**src/rtl/cfs_apb_master_arb.sv**
```systemverilog
// cfs_apb_master_arb
// Two-requester round-robin arbiter in front of a single APB requester port.
// A request is granted in IDLE (req_ready pulses combinationally), then runs
// SETUP -> ACCESS. The completion arrives one cycle after the ACCESS cycle that
// saw pready, or after TIMEOUT_CYCLES ACCESS cycles without it (0 = never).
//
// Ports
//   pclk, preset          clock / async active-high reset
//   req_valid/addr/write/wdata  per-requester request, requester i in slice i
//   req_ready             one-cycle accept pulse (IDLE only)
//   rsp_valid             one-cycle completion pulse to the granted requester
//   rsp_rdata, rsp_err    shared response payload, valid with rsp_valid
//   paddr..pwdata         APB requester outputs
//   pready, prdata, pslverr  APB completer inputs
module cfs_apb_master_arb #(
    parameter int ADDR_WIDTH     = 32,
    parameter int DATA_WIDTH     = 32,
    parameter int TIMEOUT_CYCLES = 0
) (
    input  logic                    pclk,
    input  logic                    preset,
    input  logic [1:0]              req_valid,
    input  logic [2*ADDR_WIDTH-1:0] req_addr,
    input  logic [1:0]              req_write,
    input  logic [2*DATA_WIDTH-1:0] req_wdata,
    output logic [1:0]              req_ready,
    output logic [1:0]              rsp_valid,
    output logic [DATA_WIDTH-1:0]   rsp_rdata,
    output logic                    rsp_err,
    output logic [ADDR_WIDTH-1:0]   paddr,
    output logic                    pwrite,
    output logic                    psel,
    output logic                    penable,
    output logic [DATA_WIDTH-1:0]   pwdata,
    input  logic                    pready,
    input  logic [DATA_WIDTH-1:0]   prdata,
    input  logic                    pslverr
);

    typedef enum logic [1:0] {IDLE, SETUP, ACCESS} state_t;

    localparam bit          TO_EN   = (TIMEOUT_CYCLES != 0);
    // Timeout fires on the ACCESS cycle whose pre-increment count is N-1,
    // so exactly N ACCESS cycles are spent before the abort.
    localparam logic [15:0] TO_LAST = 16'(TIMEOUT_CYCLES - 1);

    state_t      state_q, state_d;
    logic        rr_q;      // requester favoured when both are valid
    logic        gnt_q;     // requester owning the current transfer
    logic [15:0] wait_q;
    logic        gnt_idx;
    logic        take;
    logic        timeout;
    logic        done;

    always_comb begin
        take    = (state_q == IDLE) && (req_valid != 2'b00);
        gnt_idx = (req_valid == 2'b11) ? rr_q : req_valid[1];
        timeout = TO_EN && !pready && (wait_q == TO_LAST);
        done    = (state_q == ACCESS) && (pready || timeout);
    end

    assign req_ready = take ? (gnt_idx ? 2'b10 : 2'b01) : 2'b00;
    assign psel      = (state_q != IDLE);
    assign penable   = (state_q == ACCESS);

    always_comb begin
        state_d = state_q;
        case (state_q)
            IDLE:    if (take) state_d = SETUP;
            SETUP:   state_d = ACCESS;
            ACCESS:  if (done) state_d = IDLE;
            default: state_d = IDLE;
        endcase
    end

    always_ff @(posedge pclk or posedge preset) begin
        if (preset) begin
            state_q   <= IDLE;
            rr_q      <= 1'b0;
            gnt_q     <= 1'b0;
            wait_q    <= '0;
            paddr     <= '0;
            pwrite    <= 1'b0;
            pwdata    <= '0;
            rsp_valid <= 2'b00;
            rsp_rdata <= '0;
            rsp_err   <= 1'b0;
        end else begin
            state_q   <= state_d;
            rsp_valid <= 2'b00;
            if (take) begin
                gnt_q  <= gnt_idx;
                rr_q   <= ~gnt_idx;
                paddr  <= gnt_idx ? req_addr[2*ADDR_WIDTH-1:ADDR_WIDTH]
                                  : req_addr[ADDR_WIDTH-1:0];
                pwrite <= gnt_idx ? req_write[1] : req_write[0];
                pwdata <= gnt_idx ? req_wdata[2*DATA_WIDTH-1:DATA_WIDTH]
                                  : req_wdata[DATA_WIDTH-1:0];
            end
            if (state_q == SETUP)
                wait_q <= '0;
            else if (state_q == ACCESS && !pready)
                wait_q <= wait_q + 16'd1;
            if (done) begin
                rsp_valid <= gnt_q ? 2'b10 : 2'b01;
                // completer fields only count when pready; a timeout is an error
                rsp_err   <= pready ? pslverr : 1'b1;
                rsp_rdata <= (pready && !pwrite) ? prdata : '0;
            end
        end
    end

endmodule

```
**config.mk**
```make
export PLATFORM = sky130hd
export DESIGN_NAME = cfs_apb_master_arb
export DESIGN_NICKNAME = d
export VERILOG_FILES = /design/src/rtl/cfs_apb_master_arb.sv
export SDC_FILE = /design/constraint.sdc
export NUM_CORES = 1
export LEC_CHECK = 0
export BUFFER_PORTS_ARGS = -buffer_cell sky130_fd_sc_hd__buf_2
export CORE_AREA = 2 2 105 107
export DETAILED_ROUTE_END_ITERATION = 10
export DIE_AREA = 0 0 107 109
export GPL_TIMING_DRIVEN = 0
export PLACE_DENSITY = 0.81
export RECOVER_POWER = 25
export SYNTH_ARGS = -nofsm -noshare
export SYNTH_HDL_FRONTEND = slang
export SYNTH_SLANG_ARGS = --single-unit
```
**constraint.sdc**
```tcl
create_clock -name pclk -period 6 [get_ports pclk]
set_input_delay 0.3 -clock pclk [delete_from_list [all_inputs] [get_ports pclk]]
set_output_delay 0.3 -clock pclk [all_outputs]
set_load 0.005 [all_outputs]
```
==> results of run 1 <==
## path summary, 6_finish.rpt
check,start,end,slack (ps)
min in group asynchronous,preset,paddr[4],470
worst min register to register,rsp_rdata[24],rsp_rdata[24],480
worst max-delay path,state_q[1],req_ready[0],4030
max in group asynchronous,preset,pwdata[6],4570
worst max register to register,state_q[1],pwrite,4370
worst min-delay path,req_wdata[3],pwdata[3],160
## power groups by stage
stage | Sequential [mW] | Clock, mW | Combinational, mW
2_1_floorplan | 1.25 | 0 | 0.803
3_3_place_gp | 1.22 | 0 | 1.38
3_5_place_dp | 1.23 | 0 | 1.44
4_1_cts | 1.22 | 0.470 | 1.44
5_1_grt | 1.26 | 0.498 | 1.58
6_report | 1.22 | 0.455 | 1.43
## through the flow
| step | std cells | util | area (um2) |
|---|---|---|---|
| after floorplan | 389 | - | 4560 |
| after CTS | 816 | 0.596 | 6320 |
| after global routing | 816 | 0.596 | 6320 |
| final | 816 | 0.596 | 6320 |
| after global placement | 800 | 0.574 | 6090 |
| after detailed placement | 801 | 0.577 | 6120 |
## per-layer routing
metal,up-vias,wire length (um),global-route usage
li1,2007,-,-
met1,2046,5520,0.280
met2,226,6690,0.394
met3,28,1040,0.0508
met4,0,318,0.0863
met5,-,0,0
## cells by family after synthesis
family	count (synthesis)	synth area share
buffers and inverters	43	0.0505
AOI/OAI and AO/OA	165	0.290
DFF	104	0.571
and+or+nand+nor	76	0.0859
muxes	1	0.00247
## worst max-delay path, delay by kind of cell (launching register included)
kind	cells	cell delay, ps
buf+inv	3	560
flops	1	420
simple gates	2	330
## layout make-up
| class | count | area [um2] | share of cell area |
|---|---|---|---|
| multi-input combinational | 242 | 1730 | 0.273 |
| sequential | 104 | 2600 | 0.412 |
| clock buffer | 11 | 131 | 0.0208 |
| tap | 140 | 175 | 0.0277 |
| inverter | 3 | 12.5 | 0.00198 |
| clock inverter | 4 | 70.1 | 0.0111 |
| buffer | 40 | 219 | 0.0346 |
| timing repair buffer | 272 | 1380 | 0.219 |
## cells in the final DEF, fill, tap and decap left out, drive strengths merged, types with 2 or more instances in the layout
cell,netlist,final
a221o,65,65
nand2,33,33
nand2b,34,34
o21a,65,65
clkbuf,17,28
and3,3,3
clkinv,0,2
bufinv,0,2
dfrtp,104,104
inv,3,2
buf,23,295
o21ba,2,2
o21ai,33,33
nor2,4,4
## state kept, by name, summed over array words and instances, names as in the netlist
name       flops
paddr         32
rsp_rdata     32
pwdata        32
gnt_q          1
state_q        2
rsp_valid      2
rsp_err        1
pwrite         1
rr_q           1
==> results.txt, run 1 <==
outcome: finished, violations left
violated checks: max-capacitance violations, max-slew violations
initial antenna violation count: 0
H-tree levels: 3
synthesized area: 4560 um2
PD cells: 491 nW/um2
Fin Setup TNS: 0 ps
Synth Area per Inst: 11.7 um2
top cells by area, synth: dfrtp_1 (57%), a221o_1 (14%), o21a_1 (11%)
CTS Buf Count: 9
Worst slew margin: -0.364
worst hold slack: 161 ps
post-synth net total: 557
GP Congestion: 0.826
first-pass GRT wire length: 21000 um
TritonRoute pass-1 iters: 4
sw power: 1.08 mW
Hold Fails Final Rpt: 0
Detailed Route Iter0 Violations: 323
Setup violations, final: 0
worst reg2reg path depth: 5
post-route DRC violation count: 0
FP Rows: 38
ant diodes: 0
Tmin final: 1970 ps
largest net degree at the start of global routing: 60
Combinational Power Share: 0.459
Starting Density: 0.430
Avg WL per Cell: 16.6 um
asr flop ratio synth: 1.00
vias in the first global route: 4421
Hold Crit Depth: 2
cells along the critical path: nor2_2, and3_1, clkbuf_1, buf_2, buf_2
VDD IR max: 0.000249 V
via-per-instance ratio: 5.28
crit path DAT: 1670 ps
Routed Antenna Nets: 0
max-slew violations: 46
pre-CTS setup slack: 4300 ps
HPWL after detailed placement: 10400 um
Yosys warning total: 0
CP startpoint kind: register
ratio of final minimum period to clock period: 0.329
die width: 107 um
clock network power share: 0.147
power consumption: 3.10 mW
post-synthesis sequential area ratio: 0.571
Internal: 2.02 mW
RSZ-0062 raised after global routing: no
worst clock skew: 6.84 ps
synth cell count leaders: dfrtp_1 (104), a221o_1 (65), o21a_1 (65)
Synth top area share: 0.571
Worst Hold Class: in2reg
grt ovf: 0
CTS Hold Buffers Added: 0
worst skew pair latency: 360 ps
share of layout cells above drive strength 1: 0.460
Mapped Cells: 389
Ports: 272
Slew @ Worst Pin: 2030 ps
largest area contributor in the netlist: dfrtp_1
Critical Path Max Stage Delay: 420 ps
Reg clk slew, reported paths: 90 ps
routed vias: 4307
Max Cap Viol: 1
IO Port Bufs: 271
Flop pwr share: 0.394
Die Y: 109 um
Post-synth EDFFs: 0
Total Routed Length: 13600 um
P_leak: 3.28 nW
P&R area growth vs syn: 38.6%
Filler cells: 882
Worst Path Class, Setup: reg2out
setup ws final: 4030 ps
CTS tree: done
Required @ worst endpoint: 5700 ps
critical path peak fanout: 10
most numerous cell in the Yosys netlist: dfrtp_1
final net count: 840
die area: 11700 um2
CTS max path bufs: 2
FMAX: 507 MHz
switching part of the total: 0.349
crit path capture type: output pin
Unique masters post-synth: 20
cell mode on critical path: buf_2
postcts setup bufs: 0
clk root buf: clkbuf_8
gr usage total: 0.228
cts repair resizes: 0
clock sink total: 104
core area: 10600 um2
slowest CP cell: dfrtp_1
FF+latch count, synth: 104
main flop type after synthesis: dfrtp_1
Power figures use the tool's default switching activity.
==> run 2, diff against run 1 <==
- CORE_AREA: 2 2 105 107 -> not set
- CORE_MARGIN: not set -> 1.5
- CORE_UTILIZATION: not set -> 44
- DIE_AREA: 0 0 107 109 -> not set
- PLACE_DENSITY: 0.81 -> 0.82
- clock period: 6 -> 2 ns (I/O delays scaled with it)
==> results.txt, run 2 (synthesized netlist as in run 1, its figures left out) <==
outcome: complete, no violations
via-per-instance ratio: 5.56 (+5.4%)
CTS max path bufs: 2 (unchanged)
biggest regs: paddr x32, pwdata x32, rsp_rdata x32
post-route DRC violation count: 0 (unchanged)
CTS Buf Count: 9 (unchanged)
P&R area growth vs syn: 72.5%
worst reg2reg path depth: 6 (+1)
max-slew violations: 0 (-100%)
crit path DAT: 2200 ps (+530 ps)
vias in the first global route: 5768 (+30%)
Routed Antenna Nets: 0 (unchanged)
H-tree levels: 3 (unchanged)
HPWL after detailed placement: 10700 um (+3.4%)
Setup violations, final: 0 (unchanged)
Starting Density: 0.460 (+0.0301)
Worst Path Class, Setup: reg2reg
IO Port Bufs: 271 (unchanged)
Cells after DPL: 795 (-0.75%)
RSZ-0062 raised after global routing: no
die area: 11000 um2 (-5.8%)
Detailed Route Iter0 Violations: 341 (+5.6%)
FP Rows: 36 (-5.3%)
die width: 105 um (-2.1%)
TritonRoute pass-1 iters: 5 (+1)
gr usage total: 0.334 (+0.106)
clock sink total: 104 (unchanged)
Die Y: 105 um (-3.9%)
clk root buf: clkbuf_8
ratio of final minimum period to clock period: 0.973
P_leak: 3.87 nW (+18%)
Ports: 272 (unchanged)
GP Congestion: 0.838 (+1.5%)
Worst Hold Class: in2reg
Hold Crit Depth: 3 (+1)
Final Non-Filler Cells: 969 (+19%)
critical path peak fanout: 10 (unchanged)
first-pass GRT wire length: 28900 um (+38%)
final net count: 998 (+19%)
crit path capture type: register
CP startpoint kind: register
Hold Fails Final Rpt: 0 (unchanged)
CTS tree: done
Slew @ Worst Pin: 771 ps (-1260 ps)
Fin Setup TNS: 0 ps (unchanged)
grt ovf: 0 (unchanged)
initial antenna violation count: 1 (+1)
worst skew pair latency: 360 ps (about the same)
Worst slew margin: 0.485 (+0.849)
worst hold slack: 12.0 ps (-149 ps)
largest net degree at the start of global routing: 40 (-33%)
PD cells: 1240 nW/um2 (+150%)
routed vias: 5392 (+25%)
final core occ: 0.794 (+0.198)
Total Routed Length: 18800 um (+39%)
most frequent cells in the layout: buf_2 (263), dlygate4sd3_1 (155), dfrtp_1 (104)
Area after DPL: 6130 um2 (about the same)
commonest non-fill, non-tap cell in the layout: buf_2
FMAX: 514 MHz
Reg clk slew, reported paths: 110 ps (+20 ps)
Tmin final: 1950 ps
VDD IR max: 0.000716 V (+190%)
core area: 9910 um2 (-6.5%)
fin area: 7870 um2 (+24%)
Required @ worst endpoint: 2260 ps (-3440 ps)
worst clock skew: 19.6 ps (+12.7 ps)
Avg WL per Cell: 19.4 um (+17%)
Max Cap Viol: 0 (-1)
share of layout cells above drive strength 1: 0.356 (-0.104)
## run 2: cell types whose count changed in the layout (fill, tap and decap cells not counted), moves of 2 or more
cell	previous run	this run
buf_12	0	2
buf_2	284	263
clkinvlp_4	0	3
clkbuf_8	9	11
buf_4	0	2
dlygate4sd3_1	0	155
bufinv_16	2	0
clkbuf_1	19	38
## run 2: timing repair
item                       CTS  global route
hold endpoints to repair   123             2
resized for setup            0             3
setup endpoints to repair    0             3
buffers inserted             0             2
hold buffers               155             2
## run 2: metrics by stage
step / power, mW / setup WS (ps)
detailed placement: 7.97 / 318
global route: 10.3 / 21.2
finish: 9.77 / 54.9
floorplan: 6.15 / 539
CTS: 9.51 / 18.6
global placement: 7.78 / -10.1
## run 2: power by group
group / switching [mW] / total [mW] / internal (mW) / leakage, nW
clock: 0.747 / 1.27 / 0.524 / 0.0886
sequential: 0.654 / 3.76 / 3.11 / 1.30
combinational: 2.27 / 4.74 / 2.47 / 2.48
total: 3.67 / 9.77 / 6.10 / 3.87
## run 2: final timing paths
check | start | to | slack [ps]
setup reg to reg | rr_q | pwdata[7] | 50
max in group asynchronous | preset | pwdata[17] | 920
setup / recovery | rr_q | pwdata[7] | 50
min in group asynchronous | preset | pwdata[7] | 430
hold reg to reg | rsp_rdata[15] | rsp_rdata[15] | 490
hold / removal | prdata[12] | rsp_rdata[12] | 10
## run 2: final cells by class
type / instances / area (um2)
Timing Repair Buffer: 430 / 2940
Sequential cell: 104 / 2600
Fill cell: 591 / 2040
Multi-Input combinational cell: 242 / 1740
Buffer: 40 / 219
Tap cell: 133 / 166
Clock buffer: 12 / 155
Clock inverter: 4 / 28.8
Inverter: 3 / 15.0
Antenna cell: 1 / 2.50
## run 2: critical path: stages, from the launching register on
cell and delay [ps]:
dfrtp_1 410, nand2b_4 140, and3_4 160, buf_6 120
buf_6 140, a221o_1 310, dlygate4sd3_1 560
## run 2: layer usage
metal  up-vias  GRT usage  share of wire
li1       2329          -              -
met1      2628      0.353           0.36
met2       348      0.613           0.52
met3        87     0.0711          0.069
met4         0      0.183          0.052
met5         -          0              0
==> run 3, diff against run 2 <==
- CORE_UTILIZATION: 44 -> 39
- PLACE_DENSITY: 0.82 -> 0.77
- clock period: 2 -> 1.6 ns (I/O delays scaled with it)
==> results.txt, run 3 (synthesized netlist as in run 1, its figures left out) <==
die area: 12300 um2 (+12%)
max-slew violations: 0 (unchanged)
Worst Hold Class: in2reg
Reg clk slew, reported paths: 70 ps (-40 ps)
RSZ-0062 raised after global routing: yes
VDD IR max: 0.00104 V (+45%)
GRT Max-Usage Layer: met2
Hold Fails Final Rpt: 0 (unchanged)
Max Cap Viol: 0 (unchanged)
worst skew pair latency: 340 ps (-20 ps)
Slew @ Worst Pin: 1080 ps (+304 ps)
outcome: complete, no violations
IO Port Bufs: 271 (unchanged)
worst hold slack: 4.58 ps (-7.42 ps)
die width: 111 um (+6.0%)
Tmin final: 1590 ps (-356 ps)
Fin Setup TNS: 0 ps (unchanged)
met1 usage: 0.327 (-0.0256)
gr usage total: 0.285 (-0.0488)
CTS Buf Count: 9 (unchanged)
initial antenna violation count: 0 (-1)
Internal: 8.12 mW (+33%)
P_leak: 3.91 nW (+0.96%)
routed vias: 5176 (-4.0%)
ratio of final minimum period to clock period: 0.993 (+0.0208)
first-pass GRT wire length: 28200 um (-2.1%)
largest net degree at the start of global routing: 44 (+10%)
CP startpoint kind: register
Combinational Power Share: 0.464 (-0.021)
sw power: 4.47 mW (+22%)
Final Non-Filler Cells: 967 (-0.21%)
Area after DPL: 6140 um2 (+0.20%)
biggest regs: paddr x32, pwdata x32, rsp_rdata x32
vias in the first global route: 5607 (-2.8%)
clock network power share: 0.165 (+0.035)
fin area: 7920 um2 (+0.72%)
Starting Density: 0.399 (-0.0608)
switching part of the total: 0.355 (-0.0206)
clock sink total: 104 (unchanged)
Worst slew margin: 0.279 (-0.206)
met2 GRT Util: 0.495 (-0.118)
Total Routed Length: 17700 um (-6.0%)
GP Congestion: 0.862 (+2.9%)
post-route DRC violation count: 0 (unchanged)
FP Rows: 39 (+8.3%)
CTS tree: done
Setup violations, final: 0 (unchanged)
H-tree levels: 3 (unchanged)
Required @ worst endpoint: 1810 ps (-450 ps)
Cells after DPL: 805 (+1.3%)
ant diodes: 0 (-1)
commonest non-fill, non-tap cell in the layout: buf_2
worst clock skew: 7.12 ps (-12.4 ps)
CTS max path bufs: 2 (unchanged)
FMAX: 629 MHz (+22%)
clk root buf: clkbuf_16
Die Y: 111 um (+6.0%)
Flop pwr share: 0.372 (-0.013)
TritonRoute pass-1 iters: 5 (unchanged)
crit path capture type: register
Filler cells: 819 (+39%)
Routed Antenna Nets: 0 (unchanged)
PD cells: 1590 nW/um2 (+28%)
core area: 11400 um2 (+15%)
crit path DAT: 1800 ps (-400 ps)
most frequent cells in the layout: buf_2 (259), dlygate4sd3_1 (147), dfrtp_1 (103)
Avg WL per Cell: 18.3 um (-5.8%)
Detailed Route Iter0 Violations: 341 (unchanged)
HPWL after detailed placement: 10300 um (-3.8%)
grt met3 use: 0.0552 (-0.0159)
critical path peak fanout: 10 (unchanged)
share of layout cells above drive strength 1: 0.371 (+0.0157)
P&R area growth vs syn: 73.7%
via-per-instance ratio: 5.35 (-3.8%)
Ports: 272 (unchanged)
Worst Path Class, Setup: reg2reg
power consumption: 12.6 mW (+29%)
final net count: 988 (-1.0%)
grt ovf: 0 (unchanged)
run 3: final cells by class:
type	instances	area, um2	share of cell area
Timing Repair Buffer	421	2860	0.361
Sequential cell	104	2600	0.329
Multi-Input combinational cell	242	1740	0.220
Buffer	39	256	0.0324
Clock buffer	11	243	0.0306
Tap cell	143	179	0.0226
Clock inverter	4	30.0	0.00379
Inverter	3	12.5	0.00158
run 3: path summary, 6_finish.rpt:
check | depth (start not counted) | slack [ps] | startpoint | endpoint
max | 6 | 10 | rr_q | paddr[18]
max in group asynchronous | 4 | 360 | preset | paddr[30]
max reg2reg | 6 | 10 | rr_q | paddr[18]
min in group asynchronous | 3 | 530 | preset | rsp_rdata[9]
min | 2 | 5 | req_addr[17] | paddr[17]
min reg2reg | 2 | 480 | rsp_rdata[20] | rsp_rdata[20]
run 3: per-stage QoR:
step | util | worst slack (ps)
after floorplan | - | 139
after global placement | 0.534 | -425
after detailed placement | 0.538 | -43.7
after CTS | 0.689 | 9.38
after global routing | 0.694 | -38.2
final | 0.694 | 10.7
run 3: worst max-delay path, stage by stage, from the launching register on:
cell      delay (ps)
dfrtp_1          400
nand2b_4         140
and3_4           160
buf_6            120
buf_6            140
buf_6            140
a221o_1          350
run 3: power groups by stage:
stage / Clock, mW / Sequential (mW) / Combinational [mW]
floorplan: 0 / 4.67 / 3.01
global placement: 0 / 4.58 / 5.16
detailed placement: 0 / 4.63 / 5.34
CTS: 2.11 / 4.61 / 5.64
global route: 2.22 / 4.80 / 6.37
finish: 2.07 / 4.68 / 5.84
run 3: what timing repair did:
action,in CTS,in global routing
pin swaps,1,5
hold buffers,145,2
setup buffers,0,1
resized for setup,5,28
endpoints found under the setup margin,43,64
hold endpoints to repair,101,1
run 3: routing by layer:
| metal | routed length (um) | vias up |
|---|---|---|
| li1 | - | 2308 |
| met2 | 8900 | 298 |
| met5 | 0 | - |
| met1 | 6720 | 2485 |
| met4 | 955 | 0 |
| met3 | 1110 | 85 |
